File: config.mk
export PLATFORM = sky130hd
export DESIGN_NAME = syscall_engine
export DESIGN_NICKNAME = d
export VERILOG_FILES = /design/src/rtl/syscall_pkg.sv /design/src/rtl/heap_allocator.sv /design/src/rtl/syscall_engine.sv
export SDC_FILE = /design/constraint.sdc
export NUM_CORES = 1
export LEC_CHECK = 0
export CAP_MARGIN = 10
export CORE_ASPECT_RATIO = 1.75
export CORE_UTILIZATION = 58
export CTS_CLUSTER_DIAMETER = 120
export CTS_CLUSTER_SIZE = 25
export DETAILED_ROUTE_END_ITERATION = 7
export MAX_ROUTING_LAYER = met4
export PLACE_DENSITY = 0.87
export RECOVER_POWER = 100
export SKIP_CTS_REPAIR_TIMING = 1
export SLEW_MARGIN = 20
export SYNTH_ARGS = -nofsm -noshare
export SYNTH_HDL_FRONTEND = slang
export SYNTH_SLANG_ARGS = --single-unit
File: constraint.sdc
create_clock -name clk -period 7.9 [get_ports clk]
set_clock_uncertainty 0.05 [all_clocks]
set_input_delay 1.58 -clock clk [delete_from_list [all_inputs] [get_ports clk]]
set_output_delay 1.58 -clock clk [all_outputs]
set_load 0.1 [all_outputs]
File: src/rtl/syscall_pkg.sv
// rtl/syscall_pkg.sv - service codes, FSM state type and byte-lane helper for syscall_engine
package syscall_pkg;

  localparam logic [31:0] SC_PRINT_INT  = 32'd1;
  localparam logic [31:0] SC_PRINT_STR  = 32'd4;
  localparam logic [31:0] SC_SBRK       = 32'd9;
  localparam logic [31:0] SC_EXIT       = 32'd10;
  localparam logic [31:0] SC_PRINT_CHAR = 32'd11;

  localparam logic [31:0] HEAP_BASE_DEFAULT = 32'h1000_0000;

  typedef enum logic [2:0] {
    IDLE,
    OUT,
    STR_RD,
    STR_WAIT,
    STR_EMIT,
    ALLOC,
    WB,
    HALT
  } state_t;

  // Memory words are big-endian: lane 0 is the most significant byte.
  function automatic logic [7:0] lane_byte(input logic [31:0] word, input logic [1:0] lane);
    logic [7:0] b;
    case (lane)
      2'd0:    b = word[31:24];
      2'd1:    b = word[23:16];
      2'd2:    b = word[15:8];
      default: b = word[7:0];
    endcase
    return b;
  endfunction

endpackage

File: src/rtl/heap_allocator.sv
// rtl/heap_allocator.sv - bump-pointer heap with alignment round-up; SYSCALL_HEAP_BOUNDS_EN adds limit check
module heap_allocator
  import syscall_pkg::*;
#(
  parameter logic [31:0] HEAP_BASE   = HEAP_BASE_DEFAULT,
  parameter logic [31:0] HEAP_LIMIT  = 32'h1001_0000,
  parameter int unsigned ALIGN_BYTES = 4
) (
  input  logic        clk,
  input  logic        reset,
  input  logic        i_alloc,
  input  logic [31:0] i_size,
  output logic [31:0] o_old_ptr,
  output logic        o_fail
);

  if ((ALIGN_BYTES == 0) || ((ALIGN_BYTES & (ALIGN_BYTES - 1)) != 0)) begin : g_bad_align
    $error("heap_allocator: ALIGN_BYTES must be a power of two");
  end
  if (HEAP_LIMIT < HEAP_BASE) begin : g_bad_limit
    $error("heap_allocator: HEAP_LIMIT below HEAP_BASE");
  end

  logic [31:0] r_ptr;
  logic [31:0] w_next;

`ifdef SYSCALL_HEAP_BOUNDS_EN
  // Full-width arithmetic so a huge request cannot wrap past the limit check.
  localparam logic [32:0] ALIGN_M1 = 33'(ALIGN_BYTES - 1);
  logic [32:0] w_size;
  logic [33:0] w_sum;
  assign w_size = ({1'b0, i_size} + ALIGN_M1) & ~ALIGN_M1;
  assign w_sum  = {2'b00, r_ptr} + {1'b0, w_size};
  assign w_next = w_sum[31:0];
  assign o_fail = (w_sum > {2'b00, HEAP_LIMIT});
`else
  // Unchecked: everything is modulo 2^32, so 32-bit rounding gives the same pointer.
  localparam logic [31:0] ALIGN_M1 = 32'(ALIGN_BYTES - 1);
  logic [31:0] w_size;
  assign w_size = (i_size + ALIGN_M1) & ~ALIGN_M1;
  assign w_next = r_ptr + w_size;
  assign o_fail = 1'b0;
`endif

  assign o_old_ptr = r_ptr;

  // Advance the bump pointer on a successful allocate strobe.
  always_ff @(posedge clk or negedge reset) begin
    if (!reset) begin
      r_ptr <= HEAP_BASE;
    end else if (i_alloc && !o_fail) begin
      r_ptr <= w_next;
    end
  end

endmodule

File: src/rtl/syscall_engine.sv
// rtl/syscall_engine.sv - multi-cycle syscall service unit; SYSCALL_HEAP_BOUNDS_EN enables heap bounds check
module syscall_engine
  import syscall_pkg::*;
#(
  parameter logic [31:0] HEAP_BASE   = HEAP_BASE_DEFAULT,
  parameter logic [31:0] HEAP_LIMIT  = 32'h1001_0000,
  parameter int unsigned ALIGN_BYTES = 4,
  parameter int unsigned MAX_STR_LEN = 256
) (
  input  logic        clk,
  input  logic        reset,
  input  logic        sc_valid,
  input  logic [31:0] sc_v0,
  input  logic [31:0] sc_a0,
  output logic        sc_busy,
  output logic        rf_we,
  output logic [31:0] rf_wdata,
  output logic        mem_req,
  output logic [31:0] mem_addr,
  input  logic [31:0] mem_rdata,
  output logic        out_valid,
  output logic        out_is_int,
  output logic [31:0] out_data,
  input  logic        out_ready,
  output logic        exit_req,
  output logic [31:0] heap_ptr,
  output logic        err
);

  localparam logic [31:0] MAX_LEN = 32'(MAX_STR_LEN);

  state_t      r_state;
  logic [31:0] r_a0;         // sbrk size, or the running string address
  logic [31:0] r_count;
  logic [31:0] r_word;
  logic        r_out_valid;
  logic        r_out_is_int;
  logic [31:0] r_out_data;
  logic        r_mem_req;
  logic        r_rf_we;
  logic [31:0] r_rf_wdata;
  logic        r_exit;
  logic        r_err;

  logic        w_alloc;
  logic        w_fail;
  logic [31:0] w_old_ptr;
  logic [31:0] w_addr_inc;
  logic [31:0] w_count_inc;
  logic [7:0]  w_byte_wait;
  logic [7:0]  w_byte_emit;

  assign w_alloc     = (r_state == ALLOC);
  assign w_addr_inc  = r_a0 + 32'd1;
  assign w_count_inc = r_count + 32'd1;
  assign w_byte_wait = lane_byte(mem_rdata, r_a0[1:0]);
  assign w_byte_emit = lane_byte(r_word, w_addr_inc[1:0]);

  heap_allocator #(
    .HEAP_BASE   (HEAP_BASE),
    .HEAP_LIMIT  (HEAP_LIMIT),
    .ALIGN_BYTES (ALIGN_BYTES)
  ) u_heap (
    .clk       (clk),
    .reset     (reset),
    .i_alloc   (w_alloc),
    .i_size    (r_a0),
    .o_old_ptr (w_old_ptr),
    .o_fail    (w_fail)
  );

  // Service FSM; every output except sc_busy/mem_addr is a register loaded on state entry.
  // The next string byte is looked ahead so out_valid is already correct on entering STR_EMIT;
  // a low out_valid there means the string has ended (NUL or length cap).
  always_ff @(posedge clk or negedge reset) begin
    if (!reset) begin
      r_state      <= IDLE;
      r_a0         <= '0;
      r_count      <= '0;
      r_word       <= '0;
      r_out_valid  <= 1'b0;
      r_out_is_int <= 1'b0;
      r_out_data   <= '0;
      r_mem_req    <= 1'b0;
      r_rf_we      <= 1'b0;
      r_rf_wdata   <= '0;
      r_exit       <= 1'b0;
      r_err        <= 1'b0;
    end else begin
      r_err     <= 1'b0;
      r_rf_we   <= 1'b0;
      r_mem_req <= 1'b0;
      case (r_state)
        IDLE: begin
          if (sc_valid) begin
            r_a0    <= sc_a0;
            r_count <= '0;
            case (sc_v0)
              SC_PRINT_INT, SC_PRINT_CHAR: begin
                r_out_valid  <= 1'b1;
                r_out_is_int <= (sc_v0 == SC_PRINT_INT);
                r_out_data   <= (sc_v0 == SC_PRINT_INT) ? sc_a0 : {24'h0, sc_a0[7:0]};
                r_state      <= OUT;
              end
              SC_PRINT_STR: begin
                r_mem_req <= 1'b1;
                r_state   <= STR_RD;
              end
              SC_SBRK: r_state <= ALLOC;
              SC_EXIT: begin
                r_exit  <= 1'b1;
                r_state <= HALT;
              end
              default: r_err <= 1'b1;
            endcase
          end
        end
        OUT: begin
          if (out_ready) begin
            r_out_valid <= 1'b0;
            r_state     <= IDLE;
          end
        end
        STR_RD: r_state <= STR_WAIT;
        STR_WAIT: begin
          r_word       <= mem_rdata;
          r_out_is_int <= 1'b0;
          r_out_data   <= {24'h0, w_byte_wait};
          r_out_valid  <= (w_byte_wait != 8'h00) && (r_count != MAX_LEN);
          r_state      <= STR_EMIT;
        end
        STR_EMIT: begin
          if (!r_out_valid) begin
            r_state <= IDLE;
          end else if (out_ready) begin
            r_a0    <= w_addr_inc;
            r_count <= w_count_inc;
            if (w_addr_inc[1:0] == 2'd0) begin
              r_out_valid <= 1'b0;
              r_mem_req   <= 1'b1;
              r_state     <= STR_RD;
            end else begin
              r_out_data  <= {24'h0, w_byte_emit};
              r_out_valid <= (w_byte_emit != 8'h00) && (w_count_inc != MAX_LEN);
            end
          end
        end
        ALLOC: begin
          r_rf_wdata <= w_fail ? 32'h0 : w_old_ptr;
          r_err      <= w_fail;
          r_rf_we    <= 1'b1;
          r_state    <= WB;
        end
        WB:      r_state <= IDLE;
        HALT:    r_state <= HALT;
        default: r_state <= IDLE;
      endcase
    end
  end

  assign sc_busy    = sc_valid | (r_state != IDLE);
  assign mem_addr   = {r_a0[31:2], 2'b00};
  assign mem_req    = r_mem_req;
  assign out_valid  = r_out_valid;
  assign out_is_int = r_out_is_int;
  assign out_data   = r_out_data;
  assign rf_we      = r_rf_we;
  assign rf_wdata   = r_rf_wdata;
  assign exit_req   = r_exit;
  assign err        = r_err;
  assign heap_ptr   = w_old_ptr;

endmodule

==> out/qor.txt <==
setup TNS - 0 ns
largest net degree at the start of global routing - 94
clock sinks - 197
Post-synth EDFFs - 0
Longest Clk Path Bufs - 2
min-delay worst type - reg -> reg
Hold WS - 0.4220 ns
Setup-failing EPs final - 0
Reg2Reg Depth - 7
initial drt markers - 1120
setup slack, reg-to-reg - 2.35 ns
CTS Buf Count - 17
Post-route DRC - 0
Tot GR Track Use - 37.51%
vias in the first global route - 12481
Worst Path Arrival - 6.32 ns
Yosys Warn Count - 0
Yosys top cell by area - dfrtp_1
antenna violations before repair - 0
Worst Path Required - 8.23 ns
max frequency - 166.9 MHz
sequential area share after synthesis - 38.84%
Mapped Cells - 1528
Clk Latency, worst-skew pair - 0.45 ns
total die area - 22510 um2
DP HPWL - 29.54 mm
DIE HEIGHT - 197.7 um
root buf cell - clkbuf_16
Synth async-reset ratio - 100.0%
Layout area overhead - 20.68%
htree depth - 4
Avg WL per Cell - 20.44 um
reg-to-reg endpoint - u_heap.o_old_ptr[24]
most frequent cells in the layout - nand2_1 (306), dfrtp_1 (196), o21ai_0 (137)
Horiz. Die Dim - 113.8 um
Setup crit end kind - flop
post-route clock period utilization - 75.85%
I/O Pins - 235
flops & latches, synth - 197
commonest non-fill, non-tap cell in the layout - nand2_1
Routed WL - 40.09 mm
core area - 21500 um2
RR Startpoint - r_state[1]
grt total ovfl - 0
Final nets - 1796
cell row count - 71
unrepaired setup endpoints after global routing - no
Avg Cell Area, Syn - 8.308 um2
pwr dens - 159.2 nW/um2
status - complete, but fails checks
number of distinct library cells after synthesis - 80
Post-Syn Area - 12690 um2
leak pwr - 0.007057 uW
MaxCap Viol Count - 6
gpl congestion - 0.9467
post-synth top area share - 38.64%
Vias - 12434
Slew Limit Fails - 313
post-route minimum period - 5.992 ns
port bufs - 228
Worst Setup SP - out_ready
top cells by area, synth - dfrtp_1 (39%), nand2_1 (9.0%), o21ai_0 (5.3%), ha_1 (3.8%), a21oi_1 (2.8%)
CP Max Fanout - 47
Routed Antenna Nets - 0
Max IR drop VDD - 0.1831 mV
Clk pin slew, worst setup/hold paths - 0.08 ns
share of cells above drive strength 1 - 5.153%
Tightest Pin Transition - 3.831 ns
CP Launch Type - input port
DR pass1 iterations - 6
drt via density - 6.341
Setup crit end - out_data[25]
ant diodes - 0
Initial Util - 59.05%
Relative slew margins - -155.4%
final hold vios - 0
CTS tree - done
Post-synth top flop - dfrtp_1
violations in the final reports - max-capacitance violations, max-slew violations
first-pass GRT wire length - 63.57 mm
Crit Path Class - in -> reg
## registers in the layout (all words and copies together) (netlist names)
signal,flops
out_data,32
r_a0,32
r_count,32
r_word,32
rf_wdata,30
u_heap.o_old_ptr,30
r_state,3
err,1
exit_req,1
mem_req,1
out_is_int,1
out_valid,1
rf_we,1
## worst min path at each step
stage	endpoint	slack (ns)	cells after the start	from
final	rf_wdata[24]	0.42	2	rf_wdata[24]
after global routing	rf_wdata[5]	0.44	2	rf_wdata[5]
after CTS	rf_wdata[5]	0.43	2	rf_wdata[5]
after detailed placement	rf_wdata[5]	0.41	2	rf_wdata[5]
after global placement	rf_wdata[29]	0.41	2	rf_wdata[29]
after floorplan	r_word[0]	0.40	2	r_word[0]
## layout make-up
cell class              instances  area [um2]
multi-input cells            1157        6940
fillers                      1730        6178
flip-flops and latches        197        4931
repair buffers                242        2360
clock buffers                  17       425.4
well taps                     292       365.4
inverters                      41       153.9
clock inverters                15       143.9
## cells by family (layout without fill, tap and decap cells)
group	Yosys count	count (layout)	synth area share (%)
AND/OR/NAND/NOR	616	616	22.84
AO/OA/AOI/OAI	387	387	19.53
flip-flops	197	197	38.84
buffers and inverters	179	315	6.554
XOR/XNOR	57	57	3.933
multiplexers	51	51	4.278
adder cells (fa/ha/maj)	40	40	4.002
other	1	6	0.02954
## cell usage after synthesis (all sizes together), types with 11 or more instances
| cell | instances |
|---|---|
| and2 | 11 |
| o21ai | 139 |
| a21o | 15 |
| a222oi | 16 |
| nand4 | 30 |
| o31ai | 25 |
| a21oi | 70 |
| xor2 | 25 |
| dfrtp | 196 |
| ha | 39 |
| mux2 | 26 |
| nor2 | 76 |
| xnor2 | 32 |
| clkbuf | 79 |
| buf | 59 |
| inv | 41 |
| a22o | 16 |
| and3 | 23 |
| mux2i | 25 |
| a31oi | 22 |
| nand2 | 306 |
| nand3 | 60 |
| nor3 | 30 |
| nor4 | 25 |
## where the power goes
group	switching (uW)	internal [uW]	total (uW)
sequential	59.6	1080	1140
clock	433	417	849
combinational	292	155	447
## worst max-delay path, stage by stage
cell and delay, ns:
dlygate4sd3_1 0.54, clkbuf_1 0.52, nand3_1 0.20, o21ai_0 0.22, nand2_1 0.10, clkbuf_1 0.87
a221o_2 0.75, nor3_1 1.23, a22o_1 0.28
## stage by stage
step	setup WS, ns	util [%]	std cells	cell area (um2)	power, uW
after global placement	2.764	68.83	1929	14800	1588
final	1.908	71.26	1961	15320	2438
after CTS	2.782	71.48	1961	15370	2449
after detailed placement	2.783	68.83	1929	14800	1605
after global routing	1.653	71.26	1961	15320	2525
after floorplan	3.767	-	1533	12710	1440
## metal layers
metal	track usage, %	wire length (um)
met1	37.66	13640
met2	66.12	21050
met3	5.938	2446
met4	25.83	2948
met5	-	0
Note: power is estimated with default switching activity, not from simulation.
